==> src/rtl/tag_fifo_pkg.sv <==
// tag_fifo_pkg: rename-tag widths and types shared by dispatch, RS, CDB and the free list
package tag_fifo_pkg;
    localparam int DEF_W_TAG = 6;
    localparam int DEF_N_TAG = 2**DEF_W_TAG;
    localparam int DEF_W_CNT = DEF_W_TAG + 1;
    typedef logic [DEF_W_TAG-1:0] tag_t;
    typedef logic [DEF_W_CNT-1:0] tag_cnt_t;
endpackage

==> src/rtl/tag_free_map.sv <==
// tag_free_map: one bit per rename tag, set while the tag sits in the free list
module tag_free_map
    import tag_fifo_pkg::*;
#(
    parameter int W_TAG = DEF_W_TAG
) (
    input  logic             clk,
    input  logic             reset,
    input  logic             init,
    input  logic             set_en,
    input  logic [W_TAG-1:0] set_tag,
    input  logic             clr_en,
    input  logic [W_TAG-1:0] clr_tag,
    input  logic [W_TAG-1:0] lookup_tag,
    output logic             is_free,
    output logic [W_TAG:0]   popcount
);
    localparam int N_TAG = 2**W_TAG;

    logic [N_TAG-1:0] map;

    assign is_free = map[lookup_tag];

    // every tag starts free; a popped tag is cleared, a reclaimed tag is set
    always_ff @(posedge clk or posedge reset) begin
        if (reset) begin
            map <= '1;
        end else if (init) begin
            map <= '1;
        end else begin
            if (clr_en) map[clr_tag] <= 1'b0;
            if (set_en) map[set_tag] <= 1'b1;
        end
    end

    // number of free tags, must always equal the FIFO occupancy
    always_comb begin
        popcount = '0;
        for (int i = 0; i < N_TAG; i++) popcount = popcount + {{W_TAG{1'b0}}, map[i]};
    end
endmodule

==> src/rtl/tag_fifo.sv <==
// tag_fifo: circular free list of rename tags, popped by dispatch and refilled from the CDB
module tag_fifo
    import tag_fifo_pkg::*;
#(
    parameter int W_TAG     = DEF_W_TAG,
    parameter bit SIM_CHECK = 1'b0
) (
    input  logic             clk,
    input  logic             reset,
    input  logic             flush,
    input  logic             dispatch_tag_req,
    output logic [W_TAG-1:0] dispatch_tag,
    output logic             dispatch_tag_valid,
    input  logic [W_TAG-1:0] cdb_tag,
    input  logic             cdb_valid,
    output logic [W_TAG:0]   tag_count,
    output logic             err_overflow,
    output logic             err_double_free
);
    localparam int N_TAG = 2**W_TAG;
    localparam logic [W_TAG:0] FULL = (W_TAG+1)'(N_TAG);

    logic [W_TAG-1:0] mem [N_TAG];
    logic [W_TAG-1:0] rd_ptr, wr_ptr;
    logic [W_TAG:0]   count, free_cnt;
    logic             full, pop, push, cdb_free, ovf_set, dbl_set;

    // a pop in the same cycle frees a slot, so a push is legal even at full
    assign full               = count == FULL;
    assign pop                = dispatch_tag_req && count != '0;
    assign push               = cdb_valid && (!full || pop) && !cdb_free;
    assign ovf_set            = cdb_valid && full && !pop;
    assign dbl_set            = cdb_valid && cdb_free;
    assign dispatch_tag       = mem[rd_ptr];
    assign dispatch_tag_valid = count != '0;
    assign tag_count          = count;

    tag_free_map #(.W_TAG(W_TAG)) u_map (
        .clk        (clk),
        .reset      (reset),
        .init       (flush),
        .set_en     (push),
        .set_tag    (cdb_tag),
        .clr_en     (pop),
        .clr_tag    (dispatch_tag),
        .lookup_tag (cdb_tag),
        .is_free    (cdb_free),
        .popcount   (free_cnt)
    );

    // tag storage: identity contents on init, reclaimed tags written at the tail
    always_ff @(posedge clk or posedge reset) begin
        if (reset) begin
            for (int i = 0; i < N_TAG; i++) mem[i] <= W_TAG'(i);
        end else if (flush) begin
            for (int i = 0; i < N_TAG; i++) mem[i] <= W_TAG'(i);
        end else if (push) begin
            mem[wr_ptr] <= cdb_tag;
        end
    end

    // pointers, occupancy and sticky protocol-error flags
    always_ff @(posedge clk or posedge reset) begin
        if (reset) begin
            rd_ptr          <= '0;
            wr_ptr          <= '0;
            count           <= FULL;
            err_overflow    <= 1'b0;
            err_double_free <= 1'b0;
        end else if (flush) begin
            rd_ptr          <= '0;
            wr_ptr          <= '0;
            count           <= FULL;
            err_overflow    <= 1'b0;
            err_double_free <= 1'b0;
        end else begin
            if (pop) rd_ptr <= rd_ptr + W_TAG'(1);
            if (push) wr_ptr <= wr_ptr + W_TAG'(1);
            if (push && !pop) count <= count + (W_TAG+1)'(1);
            else if (pop && !push) count <= count - (W_TAG+1)'(1);
            if (ovf_set) err_overflow <= 1'b1;
            if (dbl_set) err_double_free <= 1'b1;
        end
    end

`ifndef SYNTHESIS
    // simulation-only checker: flag-set events when SIM_CHECK is on, occupancy vs bitmap always
    always @(posedge clk) begin
        if (!reset && !flush && SIM_CHECK) begin
            if (ovf_set && !err_overflow) $display("FATAL tag_fifo: push of tag %0d while full", cdb_tag);
            if (dbl_set && !err_double_free) $display("FATAL tag_fifo: tag %0d returned while already free", cdb_tag);
        end
        if (!reset && count != free_cnt) $display("FATAL tag_fifo: count %0d disagrees with free_map popcount %0d", count, free_cnt);
    end
`endif
endmodule

==> config.mk <==
export PLATFORM = sky130hd
export DESIGN_NAME = tag_fifo
export DESIGN_NICKNAME = d
export VERILOG_FILES = /design/src/rtl/tag_fifo_pkg.sv /design/src/rtl/tag_free_map.sv /design/src/rtl/tag_fifo.sv
export SDC_FILE = /design/constraint.sdc
export NUM_CORES = 1
export LEC_CHECK = 0
export BUFFER_PORTS_ARGS = -buffer_cell sky130_fd_sc_hd__buf_2
export CAP_MARGIN = 20
export CORE_MARGIN = 8
export CORE_UTILIZATION = 38
export CTS_BUF_LIST = sky130_fd_sc_hd__clkbuf_4 sky130_fd_sc_hd__clkbuf_8
export CTS_CLUSTER_DIAMETER = 150
export DETAILED_ROUTE_END_ITERATION = 16
export HOLD_SLACK_MARGIN = 0.08
export SYNTH_ARGS = -nofsm -noshare
export SYNTH_HDL_FRONTEND = slang
export SYNTH_SLANG_ARGS = --single-unit
==> constraint.sdc <==
create_clock -name clk -period 21.2 [get_ports clk]
set_input_delay 1.06 -clock clk [delete_from_list [all_inputs] [get_ports clk]]
set_output_delay 1.06 -clock clk [all_outputs]
set_load 0.02 [all_outputs]
==> results.yml <==
placed_design:
  hpwl_um: 46950
  io_buffer_count: 26
  place.gp.congestion: 0.9135
route:
  post_route_met1_wirelength_um: 33190
  route.final.wire_length_um: 76090
  avgViaCountPerCell: 6.006
  first_pass_iters: 8
  ant_nets: 0
  drc: 0
  wire_per_inst_um: 24.72
  topRoutingLayerUsed: "met4"
  wl_met3_um: 5744
  detail_route.iter0.violations: 2041
  met2_wirelength_um: 34690
  detailroute.via_count: 18490
grt:
  grt_max_degree: 163
  antenna_found_initial: 1
  grt_pass1_vias: 18260
  global_router_s_overall_resource_usage_pct: 21.08
  gr-total-overflow: 0
  grt_pass1_wl_um: 117300
setup_path:
  critPathKind: "flip-flop to output pin"
  worstSetupEndpointType: "output pin"
  worst-endpoint-arrival_ns: 5.17
  worst_ep_required_time_ns: 20.14
  cp_max_fo: 36
  start_kind: "flip-flop"
floorplanning:
  core_region_area_um2: 63080
  floorplan.io_pins: 27
  placementRows: 92
  die_area_um2: 72020
  initial_utilization_pct: 38.37
  fp.dieW_um: 268.4
  y_dimension_of_the_die_um: 268.4
logic_synthesis:
  syn_inst: 2232
  synthFlopType: "sky130_fd_sc_hd__dfstp_2"
  synth.avg_cell_area_um2: 10.84
  fraction_of_registers_with_async_set_reset_pct: 100.0
  yosys_register_bits: 469
  synth_nets: 2252
  post_synth_edffs: 0
  mappedNetlistArea_um2: 24200
  synthDistinctLibCells: 73
  share_of_the_yosys_chip_area_belonging_to_registers_pct: 49.82
  yosysWarnings: 0
sta:
  timing.final.setup_violations: 0
  max_freq_mhz: 160.6
  finalClockSkew_ns: 0.05389
  finalHoldWorstSlack_ns: 0.4890
  relSlewSlack_pct: 25.96
  setup_repair_after_global_routing_missed_its_margin: "no"
  timing_worst_slew_pin_value_ns: 1.108
  timing.final.crit_share_pct: 29.37
  timing_max_transition_violations_final: 0
  timing.final.hold_violations: 0
  period_minus_slack_ns: 6.227
  fin_tns_setup_ns: 0
cells_and_area:
  area.sequential_um2: 12070
  nFillCells: 6049
  multi_input_comb_area_um2: 11040
  synthToLayoutAreaGrowth_pct: 9.678
  fin_util_pct: 42.08
  net_count_reported_at_finish: 2182
  final_layout_size_suffix_gt1_share_pct: 26.54
run_status:
  run_status: "complete, no violations"
power:
  post-layout-total-power_mw: 2.194
  vdd.ir_drop.worst_mv: 0.03999
  power.switching_uw: 661.0
  power.combinational.fraction_pct: 15.9
  power.share.switching_pct: 30.13
  pwr-share-seq_pct: 42.9
  powerDensity_nw_per_um2: 82.66
  cell_internal_pwr_mw: 1.533
  clock_power_share_pct: 41.3
  leakage_nw: 10.96
cts:
  cts_htree_levels: 3
  cts-resized-gates: 0
  cts_hold_buf: 0
  cts_inserted_buffers: 82
  clock_sink_count: 469
  clock_tree_from_tritoncts: "yes"
  postCtsSetupRepairBufs: 0
  worstSkewPairLatency_ns: 0.70
  root_buffer: "sky130_fd_sc_hd__clkbuf_8"
  clk_pin_slew_ns: 0.06
  cts_buffer_depth: 3
run:
  maxCapViolations: 0
hold_path:
  hold_class: "flip-flop to flip-flop"
-- registers in the layout, summed over array words and instances (netlist names) --
register / cells
err_double_free: 1
wr_ptr: 6
err_overflow: 1
tag_count: 7
rd_ptr: 6
u_map.map: 64
mem: 384
-- layout make-up --
| cell class | instances | share of cell area (%) |
|---|---|---|
| antenna | 1 | 0.009427 |
| multi-input combinational | 1521 | 41.60 |
| sequential | 469 | 45.45 |
| clock inverter | 15 | 0.4572 |
| inverter | 20 | 0.3300 |
| clock buffer | 138 | 6.330 |
| tap | 846 | 3.988 |
| timing repair buffer | 68 | 1.829 |
-- kinds of logic after synthesis --
family,Yosys count,synth area share [%]
adder cells (fa/ha/maj),9,0.4963
multiplexers,346,17.98
XOR/XNOR,10,0.3619
AO/OA/AOI/OAI,437,12.55
flip-flops,469,49.82
buffers and inverters,242,4.617
AND/OR/NAND/NOR,719,14.18
-- critical path, cell delays in order, from the launching register on --
cell and delay (ns):
sky130_fd_sc_hd__dfrtp_4 0.68, sky130_fd_sc_hd__buf_4 0.64, sky130_fd_sc_hd__buf_4 0.61, sky130_fd_sc_hd__mux4_2 0.59
sky130_fd_sc_hd__mux2i_1 0.32, sky130_fd_sc_hd__o21ai_0 0.18, sky130_fd_sc_hd__o311ai_1 0.31, sky130_fd_sc_hd__and2_1 0.64
sky130_fd_sc_hd__inv_2 0.21, sky130_fd_sc_hd__buf_2 0.23
-- power by group through the flow --
stage / Combinational, mW / Sequential [mW] / Clock, mW
2_1_floorplan: 0.249 / 0.941 / 0
3_3_place_gp: 0.343 / 0.953 / 0
3_5_place_dp: 0.344 / 0.954 / 0
4_1_cts: 0.345 / 0.940 / 0.924
5_1_grt: 0.372 / 0.942 / 0.962
6_report: 0.348 / 0.940 / 0.906
-- stage by stage --
stage	std cells	worst slack (ns)	instance area (um2)
5_1_grt	3078	14.84	26540
4_1_cts	3075	15.01	26510
3_3_place_gp	2922	15.24	24710
3_5_place_dp	2922	15.12	24710
2_1_floorplan	2232	7.485	24200
6_report	3078	14.97	26540
-- routing by layer --
| metal | vias to the layer above | track usage [%] |
|---|---|---|
| li1 | 8059 | - |
| met1 | 9411 | 29.53 |
| met2 | 868 | 32.49 |
| met3 | 150 | 3.943 |
| met4 | 0 | 7.593 |
| met5 | - | 0 |
-- worst paths after layout --
check | end | depth (start not counted) | slack, ns | startpoint
setup / recovery | dispatch_tag[0] | 9 | 14.97 | rd_ptr[0]$_DFFE_PP0P_
hold / removal | mem[285]$_DFFE_PP0P_ | 2 | 0.49 | mem[285]$_DFFE_PP0P_
setup reg to reg | u_map.map[56]$_DFF_PP1_ | 11 | 15.52 | rd_ptr[0]$_DFFE_PP0P_
hold reg to reg | mem[285]$_DFFE_PP0P_ | 2 | 0.49 | mem[285]$_DFFE_PP0P_
max in group asynchronous | mem[102]$_DFFE_PP0P_ | 3 | 18.96 | reset
min in group asynchronous | tag_count[5]$_DFFE_PP0P_ | 2 | 0.52 | reset
-- synth_stat cells, types with 6 or more instances --
library cell / count / area [um2]
sky130_fd_sc_hd__a211o_1: 44 / 385.4
sky130_fd_sc_hd__a21oi_1: 56 / 280.3
sky130_fd_sc_hd__a221o_1: 28 / 280.3
sky130_fd_sc_hd__a221oi_1: 15 / 131.4
sky130_fd_sc_hd__a22oi_1: 9 / 67.56
sky130_fd_sc_hd__and2_1: 9 / 56.30
sky130_fd_sc_hd__and3_1: 9 / 56.30
sky130_fd_sc_hd__and3b_1: 9 / 78.83
sky130_fd_sc_hd__buf_1: 24 / 90.09
sky130_fd_sc_hd__buf_2: 18 / 90.09
sky130_fd_sc_hd__buf_4: 9 / 67.56
sky130_fd_sc_hd__buf_6: 6 / 67.56
sky130_fd_sc_hd__clkbuf_1: 157 / 589.3
sky130_fd_sc_hd__dfrtp_1: 212 / 5305
sky130_fd_sc_hd__dfstp_2: 257 / 6753
sky130_fd_sc_hd__ha_1: 8 / 100.1
sky130_fd_sc_hd__inv_1: 15 / 56.30
sky130_fd_sc_hd__mux2_2: 27 / 304.0
sky130_fd_sc_hd__mux2i_1: 254 / 2542
sky130_fd_sc_hd__mux4_1: 10 / 262.8
sky130_fd_sc_hd__mux4_2: 54 / 1216
sky130_fd_sc_hd__nand2_1: 151 / 566.8
sky130_fd_sc_hd__nand3_1: 151 / 755.7
sky130_fd_sc_hd__nand3b_1: 10 / 75.07
sky130_fd_sc_hd__nand4_1: 49 / 306.5
sky130_fd_sc_hd__nor2_1: 222 / 833.3
sky130_fd_sc_hd__nor2b_1: 11 / 68.82
sky130_fd_sc_hd__nor3_1: 40 / 200.2
sky130_fd_sc_hd__nor3_2: 10 / 100.1
sky130_fd_sc_hd__nor3b_1: 6 / 45.04
sky130_fd_sc_hd__o211ai_1: 55 / 412.9
sky130_fd_sc_hd__o21a_1: 26 / 195.2
sky130_fd_sc_hd__o21ai_0: 131 / 655.6
sky130_fd_sc_hd__o221ai_1: 13 / 113.9
sky130_fd_sc_hd__o22ai_1: 6 / 37.54
sky130_fd_sc_hd__o31a_1: 6 / 52.55
sky130_fd_sc_hd__o31ai_1: 9 / 67.56
sky130_fd_sc_hd__or3_1: 22 / 137.6
sky130_fd_sc_hd__xnor2_1: 8 / 70.07
-- cell usage in the layout, fill, tap and decap left out, drive strengths merged, types with 10 or more instances in the layout --
cell    count
a211o      44
a21oi      56
a221o      28
a221oi     15
buf        67
clkbuf    139
clkinv     12
dfrtp     212
dfstp     257
inv        20
mux2       27
mux2i     254
mux4       65
nand2     151
nand3     152
nand3b     10
nand4      49
nor2      222
nor2b      11
nor3       50
o211ai     56
o21a       26
o21ai     131
o221ai     13
o31ai      10
or3        22
Note: power is estimated with default switching activity, not from simulation.
